## config.mk

```make
export PLATFORM = sky130hd
export DESIGN_NAME = ballot_tally_engine
export DESIGN_NICKNAME = d
export VERILOG_FILES = /design/src/rtl/ballot_tally_engine.sv
export SDC_FILE = /design/constraint.sdc
export NUM_CORES = 1
export LEC_CHECK = 0
export CAP_MARGIN = 20
export CORE_MARGIN = 2
export CORE_UTILIZATION = 50
export CTS_CLUSTER_DIAMETER = 50
export CTS_CLUSTER_SIZE = 30
export DETAILED_ROUTE_END_ITERATION = 16
export PLACE_DENSITY = 0.78
export SLEW_MARGIN = 20
export SYNTH_ARGS = -nofsm -noshare
export SYNTH_HDL_FRONTEND = slang
export SYNTH_SLANG_ARGS = --single-unit
```

## constraint.sdc

```tcl
create_clock -name clk -period 4.9 [get_ports clk]
set_input_delay 1.47 -clock clk [delete_from_list [all_inputs] [get_ports clk]]
set_output_delay 1.47 -clock clk [all_outputs]
set_load 0.005 [all_outputs]
```

## src/rtl/ballot_tally_engine.sv

```systemverilog
// Ballot tally engine: captures one vote per button release, enforces a post-vote lockout,
// keeps saturating per-candidate counts and, after close, scans for the leader and a tie.
module ballot_tally_engine #(
  parameter  int NUM_CAND = 4,
  parameter  int CNT_W    = 16,
  parameter  int HOLD_CYC = 16,
  localparam int LEAD_W   = $clog2(NUM_CAND),
  localparam int TOT_W    = CNT_W + $clog2(NUM_CAND + 1)
) (
  input  logic                      clk,
  input  logic                      rst,
  input  logic [NUM_CAND-1:0]       i_vote,
  input  logic                      i_open,
  input  logic                      i_close,
  output logic [NUM_CAND*CNT_W-1:0] o_counts,
  output logic [TOT_W-1:0]          o_total,
  output logic                      o_accept,
  output logic                      o_reject,
  output logic                      o_sat,
  output logic [1:0]                o_state,
  output logic [LEAD_W-1:0]         o_leader,
  output logic                      o_tie,
  output logic                      o_result_valid
);

  localparam int TMR_W = (HOLD_CYC > 1) ? $clog2(HOLD_CYC) : 1;
  localparam logic [CNT_W-1:0] CNT_MAX = '1;

  typedef enum logic [1:0] {
    S_IDLE   = 2'd0,
    S_VOTE   = 2'd1,
    S_HOLD   = 2'd2,
    S_CLOSED = 2'd3
  } state_t;

  state_t              state, state_n;
  logic [NUM_CAND-1:0] prev_vote;
  logic [NUM_CAND-1:0] rel_edge;
  logic                one_edge, multi_edge;
  logic [LEAD_W-1:0]   edge_idx;
  logic                tgt_full;
  logic [CNT_W-1:0]    cnt [NUM_CAND];

  logic                do_accept, do_reject, clear_session, enter_closed;
  logic [TMR_W-1:0]    hold_tmr;
  logic                hold_done;

  logic                scan_busy, scan_step, scan_last;
  logic [LEAD_W-1:0]   scan_idx;
  logic [CNT_W-1:0]    scan_val;
  logic [CNT_W-1:0]    run_max, step_max;
  logic [LEAD_W-1:0]   run_idx, step_idx;
  logic                run_tie, step_tie;

  // Release-edge decode; a single set bit is a valid vote, more is a multi-press.
  always_comb begin
    rel_edge   = prev_vote & ~i_vote;
    one_edge   = (rel_edge != '0) && ((rel_edge & (rel_edge - NUM_CAND'(1))) == '0);
    multi_edge = (rel_edge != '0) && !one_edge;
    edge_idx   = '0;
    for (int k = 0; k < NUM_CAND; k++) begin
      if (rel_edge[k]) edge_idx = LEAD_W'(k);
    end
    tgt_full = (cnt[edge_idx] == CNT_MAX);
  end

  assign hold_done = (hold_tmr == TMR_W'(HOLD_CYC - 1));

  always_ff @(posedge clk or posedge rst) begin
    if (rst) state <= S_IDLE;
    else     state <= state_n;
  end

  // NOTE: every signal gets a default before the case so no path leaves it unassigned (no latches).
  always_comb begin
    state_n       = state;
    do_accept     = 1'b0;
    do_reject     = 1'b0;
    clear_session = 1'b0;
    enter_closed  = 1'b0;
    case (state)
      S_IDLE: begin
        if (i_open) begin
          state_n       = S_VOTE;
          clear_session = 1'b1;
        end
      end
      S_VOTE: begin
        if (i_close) begin
          state_n      = S_CLOSED;
          enter_closed = 1'b1;
        end else if (one_edge) begin
          state_n = S_HOLD;
          if (tgt_full) do_reject = 1'b1;
          else          do_accept = 1'b1;
        end else if (multi_edge) begin
          state_n   = S_HOLD;
          do_reject = 1'b1;
        end
      end
      S_HOLD: begin
        if (i_close) begin
          state_n      = S_CLOSED;
          enter_closed = 1'b1;
        end else if (hold_done) begin
          state_n = S_VOTE;
        end
      end
      S_CLOSED: begin
        if (!i_close) state_n = S_IDLE;
      end
      default: state_n = S_IDLE;
    endcase
  end

  // One candidate per cycle; strict '>' keeps the lowest index among equal maxima.
  always_comb begin
    scan_step = (state == S_CLOSED) && i_close && scan_busy;
    scan_last = (scan_idx == LEAD_W'(NUM_CAND - 1));
    scan_val  = cnt[scan_idx];
    step_max  = run_max;
    step_idx  = run_idx;
    step_tie  = run_tie;
    if (scan_idx == '0) begin
      step_max = scan_val;
      step_idx = '0;
      step_tie = 1'b0;
    end else if (scan_val > run_max) begin
      step_max = scan_val;
      step_idx = scan_idx;
      step_tie = 1'b0;
    end else if (scan_val == run_max) begin
      step_tie = 1'b1;
    end
  end

  // NOTE: the counter array is reset explicitly because a reset mid-session must discard all votes.
  always_ff @(posedge clk or posedge rst) begin
    if (rst) begin
      prev_vote      <= '0;
      o_accept       <= 1'b0;
      o_reject       <= 1'b0;
      o_total        <= '0;
      o_sat          <= 1'b0;
      hold_tmr       <= '0;
      scan_busy      <= 1'b0;
      scan_idx       <= '0;
      run_max        <= '0;
      run_idx        <= '0;
      run_tie        <= 1'b0;
      o_leader       <= '0;
      o_tie          <= 1'b0;
      o_result_valid <= 1'b0;
      for (int k = 0; k < NUM_CAND; k++) cnt[k] <= '0;
    end else begin
      // NOTE: non-blocking assignments so every register samples pre-edge values.
      prev_vote <= i_vote;
      o_accept  <= do_accept;
      o_reject  <= do_reject;
      hold_tmr  <= (state == S_HOLD) ? hold_tmr + TMR_W'(1) : '0;

      if (clear_session) begin
        for (int k = 0; k < NUM_CAND; k++) cnt[k] <= '0;
        o_total        <= '0;
        o_sat          <= 1'b0;
        o_result_valid <= 1'b0;
      end

      if (do_accept) begin
        cnt[edge_idx] <= cnt[edge_idx] + CNT_W'(1);
        o_total       <= o_total + TOT_W'(1);
        if ((cnt[edge_idx] + CNT_W'(1)) == CNT_MAX) o_sat <= 1'b1;
      end

      if (enter_closed) begin
        scan_idx  <= '0;
        scan_busy <= 1'b1;
      end else if (scan_step) begin
        run_max <= step_max;
        run_idx <= step_idx;
        run_tie <= step_tie;
        if (scan_last) begin
          scan_busy      <= 1'b0;
          o_leader       <= step_idx;
          o_tie          <= step_tie;
          o_result_valid <= 1'b1;
        end else begin
          scan_idx <= scan_idx + LEAD_W'(1);
        end
      end else if ((state == S_CLOSED) && !i_close) begin
        scan_busy <= 1'b0;
      end
    end
  end

  always_comb begin
    o_counts = '0;
    for (int k = 0; k < NUM_CAND; k++) o_counts[k*CNT_W +: CNT_W] = cnt[k];
  end

  assign o_state = state;

  a_pulse_excl: assert property (@(posedge clk) disable iff (rst) !(o_accept && o_reject));

endmodule
```

==> key figures <==
Placed design
  • Placed cell count: 1083
  • DP HPWL: 14800 microns
  • Pre-CTS WS: -0.0229 ns
  • Placer congestion estimate: 0.973
  • Buffers added on ports: 99
  • Dpl cell area: 0.00884 sq mm

Drt
  • # DRC: 0
  • DR WL/cell: 19.1 microns
  • Via count: 6804
  • Post-route antenna net violation count: 0
  • First-pass DRT Iterations: 8
  • First DRT Iteration DRCs: 617
  • Total Wirelength: 21300 microns
  • Via density: 6.10

Global routing
  • GR Overflow Total: 0
  • Gr usage total: 0.275
  • Initial antenna violation count: 0
  • Largest net degree at the start of global routing: 69
  • First-pass GRT wire length: 34700 microns
  • Vias in the first global route: 6491

Synthesis
  • Post-synthesis compound-gate area fraction: 0.181
  • Mux cell area share after synthesis: 0.0937
  • Post-synthesis xor/xnor area fraction: 0.0175
  • Largest family of logic cells by synthesized area: simple AND/OR/NAND/NOR gates
  • Ys async rst share: 1.00
  • Synth top area share: 0.407
  • Post-synth EDFFs: 0
  • Post-synthesis cell area: 0.00750 sq mm
  • Largest cells by area after synthesis: dfrtp_1, nand2_1, mux4_2, ha_1, mux2i_1
  • Most frequent cell after synthesis: nand2_1
  • Synth Flop Type: dfrtp_1
  • Simple-gate share of the synthesized area: 0.203
  • Yosys top cell by area: dfrtp_1
  • Flops & latches, synth: 122
  • Warnings, synthesis: 0
  • Register area share after synthesis: 0.407
  • Cell variety after synth: 72
  • Commonest cells in the netlist: nand2_1, dfrtp_1, o21ai_0
  • Synthesized Nets: 837
  • Mean post-synth cell area: 9.36 sq um
  • Adder-Cell Fraction of Synth Area: 0.0450
  • Synth Instances: 802

Clock network
  • H-tree depth: 4
  • Root buf cell: clkbuf_16
  • Worst-case clock buffer depth: 2
  • Clk sinks: 122
  • CTS buffer count: 17
  • Resized cells post-CTS: 0
  • CTS hold repair buffers: 0
  • Reg clk slew, reported paths: 0.06 ns
  • CTS tree: built
  • Clock insertion delay at the later pin of the skew report: 0.41 ns
  • Setup Buffers After CTS: 0

Critical path
  • Critical Path RT: 5.20 ns
  • CP max-delay cell: clkdlybuf4s50_1
  • Critical-path cell list: clkdlybuf4s50_1, nor2b_1, buf_4, buf_4, mux2i_1, a211oi_4, nand4_2, o41ai_4, buf_4, or2_1, buf_4, o21ai_0, a22o_1
  • CP peak stage delay: 0.52 ns
  • Arrival time of the worst setup path: 4.81 ns
  • Type of the worst setup path: input port to flop
  • Startpoint types: input port
  • Critical path peak fanout: 28
  • Worst Reg-to-Reg Cells: 10
  • Crit. End Element: flop
  • Crit path top cell by count: buf_4

STA
  • Setup TNS: 0 ns
  • Max Freq: 0.222 GHz
  • Final Skew: 0.0105 ns
  • Worst-Margin Slew: 0.814 ns
  • Max-slew violations: 0
  • Final period utilization: 0.921
  • Setup Viol. Count Final: 0
  • Final setup margin: 0.389 ns
  • Rel. slew slack: 0.453
  • Final hold vios: 0
  • RSZ-0062 raised after global routing: no
  • Final min period: 4.51 ns
  • WHS: 0.463 ns

Run
  • MaxCap Viol Count: 0

Layout
  • Post-route cell area: 0.00943 sq mm
  • N_diodes: 0
  • Area Overhead vs Synth: 25.6%
  • Core Util, Final: 0.646
  • Fin nets: 955
  • Share of layout cells above drive strength 1: 0.140
  • Final std cells w/o fill: 1115

Floorplan
  • Initial Util: 0.514
  • Core area: 0.0146 sq mm
  • I/O pin count: 100
  • Die H: 127 microns
  • Die X: 127 microns
  • Row Count: 44
  • Total die area: 0.0160 sq mm

Outcome
  • Outcome: completed

Power
  • Leak pwr: 4.17 nW
  • Power Density: 428 mW/mm^2
  • Final Power: 4.04 mW
  • VDD IR max: 0.266 mV

Worst hold path
  • Min-delay worst type: flop to flop
  • Hold path cells: 1
sequential cells by signal, indices dropped and copies added (netlist names):
register / cells
o_counts: 64
o_total: 19
run_max: 16
hold_tmr: 4
prev_vote: 4
o_leader: 2
o_state: 2
run_idx: 2
scan_idx: 2
o_accept: 1
o_reject: 1
o_result_valid: 1
o_sat: 1
o_tie: 1
run_tie: 1
scan_busy: 1
logic make-up (layout without fill, tap and decap cells):
| family | count (synthesis) | count (layout) |
|---|---|---|
| AND/OR/NAND/NOR | 315 | 315 |
| multiplexers | 50 | 50 |
| AO/OA/AOI/OAI | 192 | 192 |
| buffers and inverters | 81 | 210 |
| adder cells (fa/ha/maj) | 27 | 27 |
| flip-flops | 122 | 122 |
| XOR/XNOR | 15 | 15 |
metal layers:
layer | track usage | up-vias | part of all wire
met5 | 0 | - | 0
met4 | 0.101 | 0 | 0.028
met3 | 0.0671 | 50 | 0.073
met2 | 0.435 | 294 | 0.48
met1 | 0.369 | 3318 | 0.42
li1 | - | 3142 | -
critical path: cells and delay by family:
kind	cells	cell delay, ns
compound gates	4	1.19
buf+inv	5	1.47
mux	1	0.13
simple gates	3	0.55
power breakdown:
group	total, mW	switching (mW)	internal [mW]
registers	1.43	0.236	1.19
logic	1.41	0.758	0.649
clock network	1.21	0.440	0.766
total	4.04	1.43	2.60
final timing paths:
path,start,end,slack (ns)
max in group asynchronous,rst,o_counts[59]$_DFF_PP0_,2.38
hold reg to reg,hold_tmr[0]$_DFF_PP0_,hold_tmr[0]$_DFF_PP0_,0.46
setup / recovery,i_vote[1],o_total[7]$_DFFE_PP0P_,0.39
min in group asynchronous,rst,o_accept$_DFF_PP0_,1.55
hold / removal,hold_tmr[0]$_DFF_PP0_,hold_tmr[0]$_DFF_PP0_,0.46
setup reg to reg,scan_idx[0]$_DFFE_PP0P_,run_max[8]$_DFFE_PP0P_,1.16
layout by cell type (no fill, tap or decap), drive strengths merged, types with 4 or more instances in the layout:
cell type / instances
a211oi: 10
a21boi: 5
a21o: 15
a21oi: 12
a22o: 5
a311oi: 5
a31o: 7
a31oi: 9
and2: 5
and3: 11
and3b: 4
buf: 51
clkbuf: 22
clkdlybuf4s50: 99
clkinv: 5
dfrtp: 122
ha: 27
inv: 30
mux2i: 32
mux4: 16
nand2: 170
nand2b: 7
nand3: 20
nand3b: 4
nor2: 28
nor2b: 7
nor3: 17
nor3b: 8
nor4: 10
o211ai: 34
o21ai: 61
o31ai: 7
or2: 4
or3: 5
or3b: 4
xnor2: 9
xor2: 6
layout make-up:
type                       instances  area, sq um
inverter                          30          115
tap                              184          230
timing repair buffer             150         1390
multi-input combinational        599         4080
fill                            1129         5160
clock inverter                     8         96.3
clock buffer                      22          464
sequential                       122         3050
(Power assumes the default switching activity.)
==> RTL change (same settings) <==
Change the parameter `NUM_CAND` from 4 to 8.
--- a/src/rtl/ballot_tally_engine.sv
+++ b/src/rtl/ballot_tally_engine.sv
@@ -3,3 +3,3 @@
 module ballot_tally_engine #(
-  parameter  int NUM_CAND = 4,
+  parameter  int NUM_CAND = 8,
   parameter  int CNT_W    = 16,
Ports: changed (resized i_vote, o_counts, o_leader and o_total); port bits go from 100 to 170. No check against the original RTL was run, so the function may have changed too.
==> RTL change against the unedited design <==
  * Clock power increased by 16%
  * Synthesized area grew 50%
  * Total power is 16% higher
  * Sequential cell count increased by 72
  * Setup slack lost 0.21 ns
  * Sequential power up 30%
  * Routed wire length grew 90%
  * Largest power group unchanged
  * Count of clock-buffer cells in the layout shrank 3
  * Global-route usage grew 7.0 points
  * Highest routed layer unchanged
  * Design area increased by 54%
==> RTL change: results (changes against the unedited design) <==
[run_status]
outcome = finished, final reports clean  ; unchanged

[global_routing]
grt_use_met3_pct = 5.61  ; was 6.71%
grt_max_degree = 165  ; was 69
via_count_of_the_first_global_routing_pass = 10300  ; was 6491

[sta]
timing.final.crit_share_pct = 96.4  ; was 92.1%
skew_ns = 0.0140  ; was 0.0105 ns
worst_pin_slew_ns = 0.947  ; was 0.814 ns

[cells_and_area]
seq_cell_count = 194  ; was 122
layout.comb_gates.multi_input = 889  ; was 599
layout.filler_cells = 1739  ; was 1129
nets = 1459  ; was 955
clock_area_share_pct = 4.03  ; was 5.94%
stdcell_count = 1712  ; was 1115
seq_area_share_pct = 33.4  ; was 32.4%
num-nonclk-buffers = 279  ; was 150
drive_above_1_share_pct = 17.5  ; was 14.0%
nNonClkInverters = 38  ; was 30
largest_register_ff_count = 128  ; was 64

[drt]
wl_met3_um = 3320  ; was 1540 µm
dr_total_vias = 10600  ; was 6804
drt_pass1_iterations = 6  ; was 8
drtIter0Drc = 1027  ; was 617
met1Wirelength_um = 15800  ; was 8960 µm
routed_wirelength_um = 40400  ; was 21300 µm

[critical_path]
worstPathMaxFanout = 11  ; was 28
cp.arrival_ns = 5.05  ; was 4.81 ns
setup.worst_path.end = o_sat$_DFF_PP0_  ; was o_total[7]$_DFFE_PP0P_
worst_path_largest_cell_delay_ns = 0.56  ; was 0.52 ns
critPathTopFamily = simple AND/OR/NAND/NOR gates  ; was buffers and inverters
critical_path.reg2reg.endpoint = run_max[3]$_DFFE_PP0P_  ; was run_max[8]$_DFFE_PP0P_
ff2ff_setup_slack_ns = 0.34  ; was 1.16 ns

[placement]
finalWeightedCongestion = 1.03  ; was 0.973
place.port_buffers = 169  ; was 99
detailedPlace.worstSlack_ns = -0.296  ; was -0.0229 ns

[yosys]
synth.distinct_cells = 88  ; was 72
post_synth_xor_area_fraction_pct = 1.17  ; was 1.75%
synth_compound_gate_area_share_pct = 15.5  ; was 18.1%
synth.mux.area_fraction_pct = 11.0  ; was 9.37%

[floorplan]
tap_cells = 280  ; was 184

[clock_network]
clkTransAtPathRegs_ns = 0.08  ; was 0.06 ns
worst_skew_pair.late_latency_ns = 0.44  ; was 0.41 ns

[power]
power_density_nw_per_um2 = 324  ; was 428 nW/µm²

RTL change: cell types whose count changed in the layout (fill, tap and decap cells not counted), moves of 16 or more:
cell and delta:
sky130_fd_sc_hd__dfrtp_1 +71, sky130_fd_sc_hd__mux4_2 +16, sky130_fd_sc_hd__nand2_1 +56, sky130_fd_sc_hd__o211ai_1 -27
sky130_fd_sc_hd__buf_4 +45, sky130_fd_sc_hd__o21ai_0 +82, sky130_fd_sc_hd__clkdlybuf4s50_1 +70, sky130_fd_sc_hd__buf_12 +16
sky130_fd_sc_hd__mux2i_1 -21, sky130_fd_sc_hd__o21ai_1 +24, sky130_fd_sc_hd__nor2_1 +25, sky130_fd_sc_hd__nand3_1 +63
sky130_fd_sc_hd__mux2_2 +33
RTL change: per-stage QoR:
step	utilization [%]	hold WS (ns)
after global routing	66.1	0.491
final	66.1	0.460
after detailed placement	63.4	0.449
after global placement	63.4	0.451
after CTS	66.1	0.461
after floorplan	-	0.432
